`src/rtl/hv_owt_tx_arb.sv`:
```
// ----------------------------------------------------------------------------
// hv_owt_tx_arb
// Shares the single one-wire TX frame controller among REQ_NUM requesters.
// Pending requests are arbitrated in IDLE. The winner's payload is latched,
// one wr/rd command pulse is issued together with the requester's ack, and
// then the arbiter stays busy for the frame time plus the inter-frame gap.
// Busy is timed locally because the TX controller has no busy/done output.
//
// Optional feature (compile-time macro):
//   HV_OWT_TX_ARB_PRIO_EN - requester 0 gets strict priority. The remaining
//                           requesters share round-robin among themselves.
//   When undefined, every requester, including 0, is plain round-robin.
// ----------------------------------------------------------------------------
module hv_owt_tx_arb #(
    parameter int REQ_NUM   = 3,
    parameter int REG_AW    = 7,
    parameter int DATA_W    = 16,
    parameter int FRAME_CYC = 400,
    parameter int IFG_CYC   = 8
) (
    input  logic                        i_clk,
    input  logic                        i_rst_n,
    input  logic [REQ_NUM-1:0]          i_req,
    input  logic [REQ_NUM-1:0]          i_req_wr,
    input  logic [REQ_NUM*REG_AW-1:0]   i_req_addr,
    input  logic [REQ_NUM*DATA_W-1:0]   i_req_data,
    output logic [REQ_NUM-1:0]          o_req_ack,
    output logic                        o_owt_tx_wr_cmd_vld,
    output logic                        o_owt_tx_rd_cmd_vld,
    output logic [REG_AW-1:0]           o_owt_tx_addr,
    output logic [DATA_W-1:0]           o_owt_tx_data,
    output logic [$clog2(REQ_NUM)-1:0]  o_grant_id,
    output logic                        o_busy
);

    localparam int ID_W    = $clog2(REQ_NUM);
    localparam int CNT_MAX = (FRAME_CYC > IFG_CYC) ? FRAME_CYC : IFG_CYC;
    localparam int CNT_W   = $clog2(CNT_MAX + 1);

    // Counter reload values: the counter reaches 0 in the last cycle of a phase.
    localparam logic [CNT_W-1:0] FRAME_LOAD = CNT_W'(FRAME_CYC - 1);
    localparam logic [CNT_W-1:0] GAP_LOAD   = (IFG_CYC > 0) ? CNT_W'(IFG_CYC - 1) : '0;
    localparam logic [ID_W-1:0]  LAST_ID    = ID_W'(REQ_NUM - 1);
    localparam logic [ID_W:0]    REQ_NUM_W  = (ID_W + 1)'(REQ_NUM);

    // FSM encoding
    localparam logic [1:0] ST_IDLE  = 2'd0;
    localparam logic [1:0] ST_ISSUE = 2'd1;
    localparam logic [1:0] ST_FRAME = 2'd2;
    localparam logic [1:0] ST_GAP   = 2'd3;

    logic [1:0]         state;
    logic [1:0]         state_nxt;
    logic [CNT_W-1:0]   cnt;
    logic [ID_W-1:0]    rr_ptr;
    logic [ID_W-1:0]    rr_ptr_nxt;

    logic               arb_found;
    logic [ID_W-1:0]    arb_id;
    logic [ID_W:0]      arb_sum;
    logic [ID_W-1:0]    arb_idx;
    logic               grant;

    logic               sel_wr;
    logic [REG_AW-1:0]  sel_addr;
    logic [DATA_W-1:0]  sel_data;
    logic [REQ_NUM-1:0] ack_nxt;

    // Arbitration: scan upward from rr_ptr with wrap and take the first pending request.
    always_comb begin
        arb_found = 1'b0;
        arb_id    = '0;
        arb_sum   = '0;
        arb_idx   = '0;
`ifdef HV_OWT_TX_ARB_PRIO_EN
        if (i_req[0]) begin
            arb_found = 1'b1;
        end
`endif
        for (int i = 0; i < REQ_NUM; i++) begin
            arb_sum = {1'b0, rr_ptr} + (ID_W + 1)'(i);
            if (arb_sum >= REQ_NUM_W) begin
                arb_sum = arb_sum - REQ_NUM_W;
            end
            arb_idx = arb_sum[ID_W-1:0];
            if (!arb_found && i_req[arb_idx]) begin
                arb_found = 1'b1;
                arb_id    = arb_idx;
            end
        end
    end

    // A grant can only be taken while IDLE; requests during a frame simply wait.
    assign grant = (state == ST_IDLE) && arb_found;

    // Payload mux for the winning requester, plus its one-hot ack pattern.
    always_comb begin
        sel_wr   = 1'b0;
        sel_addr = '0;
        sel_data = '0;
        ack_nxt  = '0;
        for (int k = 0; k < REQ_NUM; k++) begin
            if (arb_id == ID_W'(k)) begin
                sel_wr     = i_req_wr[k];
                sel_addr   = i_req_addr[k*REG_AW +: REG_AW];
                sel_data   = i_req_data[k*DATA_W +: DATA_W];
                ack_nxt[k] = 1'b1;
            end
        end
    end

    // Round-robin pointer moves past the winner; with priority enabled a grant to 0 leaves it alone.
    always_comb begin
        rr_ptr_nxt = rr_ptr;
        if (grant) begin
`ifdef HV_OWT_TX_ARB_PRIO_EN
            if (arb_id != '0)
`endif
            rr_ptr_nxt = (arb_id == LAST_ID) ? '0 : arb_id + ID_W'(1);
        end
    end

    // Next-state logic: ISSUE is one cycle, FRAME and GAP end when the counter hits 0.
    always_comb begin
        state_nxt = state;
        case (state)
            ST_IDLE: begin
                if (arb_found) begin
                    state_nxt = ST_ISSUE;
                end
            end
            ST_ISSUE: begin
                state_nxt = ST_FRAME;
            end
            ST_FRAME: begin
                if (cnt == '0) begin
                    state_nxt = (IFG_CYC > 0) ? ST_GAP : ST_IDLE;
                end
            end
            ST_GAP: begin
                if (cnt == '0) begin
                    state_nxt = ST_IDLE;
                end
            end
            default: begin
                state_nxt = ST_IDLE;
            end
        endcase
    end

    // State register and round-robin pointer.
    always_ff @(posedge i_clk or negedge i_rst_n) begin
        if (!i_rst_n) begin
            state  <= ST_IDLE;
            rr_ptr <= '0;
        end else begin
            state  <= state_nxt;
            rr_ptr <= rr_ptr_nxt;
        end
    end

    // Phase counter: loaded on entry to FRAME and GAP, counts down to 0 and stops there.
    always_ff @(posedge i_clk or negedge i_rst_n) begin
        if (!i_rst_n) begin
            cnt <= '0;
        end else begin
            case (state)
                ST_ISSUE: begin
                    cnt <= FRAME_LOAD;
                end
                ST_FRAME: begin
                    if (cnt == '0) begin
                        cnt <= GAP_LOAD;
                    end else begin
                        cnt <= cnt - 1'b1;
                    end
                end
                ST_GAP: begin
                    if (cnt != '0) begin
                        cnt <= cnt - 1'b1;
                    end
                end
                default: begin
                    cnt <= '0;
                end
            endcase
        end
    end

    // Registered outputs: pulses and ack for the ISSUE cycle, payload held until the next grant.
    always_ff @(posedge i_clk or negedge i_rst_n) begin
        if (!i_rst_n) begin
            o_req_ack           <= '0;
            o_owt_tx_wr_cmd_vld <= 1'b0;
            o_owt_tx_rd_cmd_vld <= 1'b0;
            o_owt_tx_addr       <= '0;
            o_owt_tx_data       <= '0;
            o_grant_id          <= '0;
            o_busy              <= 1'b0;
        end else begin
            o_req_ack           <= grant ? ack_nxt : '0;
            o_owt_tx_wr_cmd_vld <= grant && sel_wr;
            o_owt_tx_rd_cmd_vld <= grant && !sel_wr;
            o_busy              <= (state_nxt != ST_IDLE);
            if (grant) begin
                o_owt_tx_addr <= sel_addr;
                o_owt_tx_data <= sel_data;
                o_grant_id    <= arb_id;
            end
        end
    end

endmodule
```
`config.mk`:
```
export PLATFORM = sky130hd
export DESIGN_NAME = hv_owt_tx_arb
export DESIGN_NICKNAME = d
export VERILOG_FILES = /design/src/rtl/hv_owt_tx_arb.sv
export SDC_FILE = /design/constraint.sdc
export NUM_CORES = 1
export LEC_CHECK = 0
export BUFFER_PORTS_ARGS = -buffer_cell sky130_fd_sc_hd__clkbuf_2
export CAP_MARGIN = 20
export CORE_MARGIN = 3
export CORE_UTILIZATION = 47
export DETAILED_ROUTE_END_ITERATION = 10
export GPL_TIMING_DRIVEN = 0
export PLACE_DENSITY = 0.9
export SYNTH_ARGS = -nofsm -noshare
export SYNTH_HDL_FRONTEND = slang
export SYNTH_SLANG_ARGS = --single-unit
```
`constraint.sdc`:
```
create_clock -name i_clk -period 2.5 [get_ports i_clk]
set_input_delay 0.375 -clock i_clk [delete_from_list [all_inputs] [get_ports i_clk]]
set_output_delay 0.375 -clock i_clk [all_outputs]
set_load 0.02 [all_outputs]
```
* After elaboration in Yosys (flattened, before gate mapping)
Index checks and enable logic that the tools add are counted.
** Word-level totals
- Input port bits :: 77
- Logic and storage cells :: 78
- Output and inout port bits :: 31
- Flip-flop bits (word level) :: 44
** Cells by class
- Eq/ne operators :: 6
- Order comparisons :: 6
- Multiplexer cells :: 36
- Reductions and logical operators :: 13
- Add/sub/neg operators :: 7
** Operators with widths (count)
- two-way mux 16 bit :: 3
- case mux 9 bit (3 select lines) :: 1
- two-way mux 7 bit :: 3
- two-way mux 2 bit :: 10
- two-way mux 9 bit :: 2
- two-way mux 1 bit :: 12
- logical NOT 9 bit :: 1
- < comparator 2 x 3 -> 1 bit (second input constant) :: 3
- nonzero test 9 bit :: 1
- subtractor 9 x 1 -> 9 bit (second input constant) :: 1
- case mux 2 bit (4 select lines) :: 1
- binary-select mux 1 bit (select 2 bit) :: 3
- equality test 2 bit (second input constant) :: 3
- greater-or-equal comparator 3 x 2 -> 1 bit (second input constant) :: 2
- subtractor 2 bit (second input constant) :: 3
- logical AND 1 bit :: 5
- equality test 2 x 1 -> 1 bit (second input constant) :: 2
- logical NOT 2 bit :: 2
- adder 2 x 1 -> 3 bit (second input constant) :: 1
- adder 2 x 2 -> 3 bit (second input constant) :: 1
- logical NOT 1 bit :: 3
- two-way mux 3 bit :: 1
- adder 2 x 1 -> 2 bit (second input constant) :: 1
- greater-or-equal comparator 2 bit (second input constant) :: 1
- other kinds (2) :: 2

* Depth between registers and ports, before layout
- Depth after elaboration :: 17
- Mapped depth :: 11
- Gate-level depth less buffers :: 8

* Least setup slack after synthesis
Ideal clock, no wire load.
- Path kind :: register -> register
- Start :: reg rr_ptr[0]
- End :: reg o_owt_tx_data[0]
- Data arrival time :: 1.991 ns
- Cell stages (with the launch flop) :: 11
- Clock period less this slack :: 2.123 ns
- Slack :: 0.377 ns
- Library setup time :: 0.132 ns
- Required time :: 2.368 ns
- Buffers on the path :: 2
- Path through :: dfrtp_1 inv_1 ha_1 buf_2 mux2i_1 o221a_2 and3b_1 o211a_4 buf_6 a22oi_1 o21ai_1
** On the way
- Word-level cells in the longest chain between the ends :: 15
** RTL lines
- start: declaration :: RTL line 55 : logic [ID_W-1:0] rr_ptr;
- start signal: assignment :: RTL line 158 : rr_ptr <= rr_ptr_nxt;
- parallel branches: the longest is 15 deep, another holds adder 2 x 1 -> 3 bit
- end signal: assignment :: RTL line 207 : o_owt_tx_data <= sel_data;
- end: declaration :: RTL line 31 : output logic [DATA_W-1:0] o_owt_tx_data,
Several ways; the timed one is not identified. The select of a mux whose other input is x is not followed.
A chain may end at the register's enable or synchronous reset.

* Worst setup path after layout
- Start :: reg rr_ptr[0]
- End :: reg o_owt_tx_data[7]
The elaborated chain is that of the path after synthesis.

==> impl_metrics.json <==
{
  "status": "completed",
  "relSlewSlack_pct": 61.9,
  "layout-drive-gt1-share_pct": 40.3,
  "wl_um": 6070,
  "crit_path_cell_trace": "inv_1, ha_1, buf_2, nor4bb_2, o21ai_0, nand2_1, a2bb2oi_2, buf_6, buf_8, mux2i_1, o21ai_1",
  "synth_cells": 230,
  "reg2reg_slack_ps": 150,
  "setup_tns_ps": 0,
  "worstMarginPinSlew_ps": 569,
  "postSynth.asyncResetShare_pct": 100,
  "reg2reg_depth": 11,
  "dr.first_iter.drc_count": 87,
  "vias": 2239,
  "cp_max_fo": 10,
  "clock_skew_ps": 14.7,
  "cpPeakStageDelay_ps": 390,
  "portBuffers": 107,
  "synth_edf_count": 0,
  "fmax_mhz": 426,
  "setup_viol": 0,
  "timing.hold.ws_ps": 291,
  "nets": 431,
  "grt_pass1_vias": 2222,
  "final_cell_mix": "clkbuf_2, dfrtp_1, o21ai_1",
  "cts_made_buffers": 5,
  "pre_cts_slack_ps": 57.7,
  "track_usage_pct": 20.9,
  "ys_warn_count": 0,
  "dp_hpwl_um": 4710,
  "drc_errors": 0,
  "hp-start": "i_req_addr[19]",
  "routed_via_density": 5.37,
  "ioPinCount": 108,
  "slowest_stage": "dfrtp_1",
  "hold_depth": 3,
  "ctsRootBufferMaster": "clkbuf_8",
  "setup_slack_ps": 151,
  "die_width_um": 77.3,
  "drv_slew": 0,
  "layout_min_cycle_time_ps": 2350,
  "die_y_um": 77.3,
  "core-area_sq_mm": 0.00482,
  "hold_viol": 0,
  "cts_tree": "done",
  "synth_cell_types": 40,
  "syn_area_per_cell_sq_um": 10.4,
  "dieArea_sq_mm": 0.00598,
  "htree_levels": 2,
  "crit_required_ps": 2680,
  "clk_latency_ps": 310,
  "place_congestion": 0.916,
  "synthToLayoutAreaGrowth_pct": 34.0,
  "firstDrtPassIters": 4,
  "num_rows": 25,
  "criticalPathCategory": "register to register",
  "cp.arrival_ps": 2530,
  "timing.rr.end": "o_owt_tx_data[7]",
  "endpoint_kind": "register",
  "antenna_left": 0,
  "ys_ff_latch": 44,
  "grt_max_degree": 45,
  "synth_flop_cell": "dfrtp_1",
  "overflow": 0,
  "power_density_mw_per_mm2": 443,
  "antenna_cells": 0,
  "placed_cells": 404,
  "layout.cells.non_filler": 417,
  "period_share_pct": 93.9,
  "p_leak_uw": 0.00161,
  "min_to": "o_owt_tx_addr[5]",
  "clock_path_buffers": 2,
  "start_kind": "register",
  "ir_drop_mv": 0.266,
  "syn_area_sq_mm": 0.00239,
  "grt_pass1_wl_um": 10000,
  "synth_nets": 312,
  "final_common_cell": "clkbuf_2",
  "routedWlPerCell_um": 14.5,
  "path_clk_slew_ps": 100,
  "clock_sinks": 44,
  "start_util_pct": 49.7,
  "rr_startpoint": "rr_ptr[0]",
  "power_uw": 1420,
  "drv_cap": 0,
  "hold_class": "primary input to register",
  "seq_area_frac_synth_pct": 46.0,
  "antenna_found_initial": 0
}
[area by class of cell]
| class | instances | area, sq um |
|---|---|---|
| plain buffers | 12 | 90.1 |
| fillers | 383 | 1610 |
| repair buffers | 112 | 601 |
| well taps | 67 | 83.8 |
| inverters | 9 | 33.8 |
| clock buffers | 5 | 68.8 |
| flip-flops and latches | 44 | 1100 |
| clock inverters | 3 | 46.3 |
| multi-input cells | 165 | 1180 |
[critical path: cells and delay by family, from the launching register on]
kind | cells | cell delay [ps]
flip-flops | 1 | 390
adder cells (fa/ha/maj) | 1 | 270
multiplexers | 1 | 240
buffers and inverters | 4 | 540
AO/OA/AOI/OAI | 3 | 370
AND/OR/NAND/NOR | 2 | 400
[logic make-up after synthesis]
family                     Yosys count  synth area share [%]
AOI/OAI and AO/OA                   80                  22.9
xor gates and xnor gates             7                  2.56
buffers and inverters               21                  5.07
adders and majority gates            5                  2.62
and+or+nand+nor                     48                  10.4
DFF                                 44                  46.0
muxes                               25                  10.5
[worst max path at each step]
stage                   endpoint  slack (ps)       from
4_1_cts         o_owt_tx_data[7]          40  rr_ptr[0]
6_report        o_owt_tx_data[7]         150  rr_ptr[0]
3_5_place_dp    o_owt_tx_data[7]          60  rr_ptr[0]
3_3_place_gp   o_owt_tx_data[15]         160  rr_ptr[0]
2_1_floorplan   o_owt_tx_data[0]         380  rr_ptr[0]
5_1_grt         o_owt_tx_data[7]        -0.4  rr_ptr[0]
[routing by layer]
| layer | track usage (%) | vias to the layer above | wire [um] |
|---|---|---|---|
| li1 | - | 1079 | - |
| met1 | 25.8 | 1076 | 2520 |
| met2 | 36.1 | 77 | 3100 |
| met3 | 3.71 | 7 | 336 |
| met4 | 8.54 | 0 | 105 |
| met5 | 0 | - | 0 |
[per-stage QoR]
| step | utilization (%) | cell area [sq um] |
|---|---|---|
| CTS | 64.9 | 3130 |
| global route | 66.5 | 3210 |
| finish | 66.5 | 3210 |
| detailed placement | 62.5 | 3010 |
| global placement | 62.5 | 3010 |
| floorplan | - | 2390 |
[registers in the layout (all words and copies together) (netlist names)]
| signal | count |
|---|---|
| state | 2 |
| o_owt_tx_rd_cmd_vld | 1 |
| cnt | 9 |
| o_req_ack | 3 |
| o_owt_tx_addr | 7 |
| o_owt_tx_wr_cmd_vld | 1 |
| o_busy | 1 |
| o_grant_id | 2 |
| o_owt_tx_data | 16 |
| rr_ptr | 2 |
[cell usage after synthesis (2+ instances only)]
library cell | instances | share of area, %
dfrtp_1 | 44 | 46
o21ai_1 | 31 | 6.5
mux2i_1 | 25 | 10
a22oi_1 | 23 | 7.2
nand2_1 | 14 | 2.2
nor2_1 | 12 | 1.9
inv_1 | 9 | 1.4
a21oi_1 | 6 | 1.3
ha_1 | 5 | 2.6
buf_2 | 4 | 0.84
xnor2_1 | 4 | 1.5
a211oi_2 | 3 | 1.6
a21o_1 | 3 | 0.94
buf_6 | 3 | 1.4
clkbuf_1 | 3 | 0.47
nand2b_1 | 3 | 0.78
nand3_1 | 3 | 0.63
nor2b_1 | 3 | 0.78
o21ai_0 | 3 | 0.63
xor2_1 | 3 | 1.1
a22o_1 | 2 | 0.73
nand3b_1 | 2 | 0.63
nor3_1 | 2 | 0.42
nor3b_1 | 2 | 0.63
nor4_1 | 2 | 0.52
o22ai_1 | 2 | 0.52
[power by group]
group          switching (uW)  internal (uW)  leakage (uW)
Combinational            70.2           83.3      0.000996
Sequential                  0            711      0.000558
Clock                     256            301     0.0000548
[timing repair]
action                                  4_1_cts  5_1_grt
endpoints found under the setup margin        0       19
buffers inserted                              0        3
resized for setup                             0        7
hold endpoints to repair                      0        7
hold buffers                                  0        1
No activity file was read; power rests on OpenSTA's default activity.
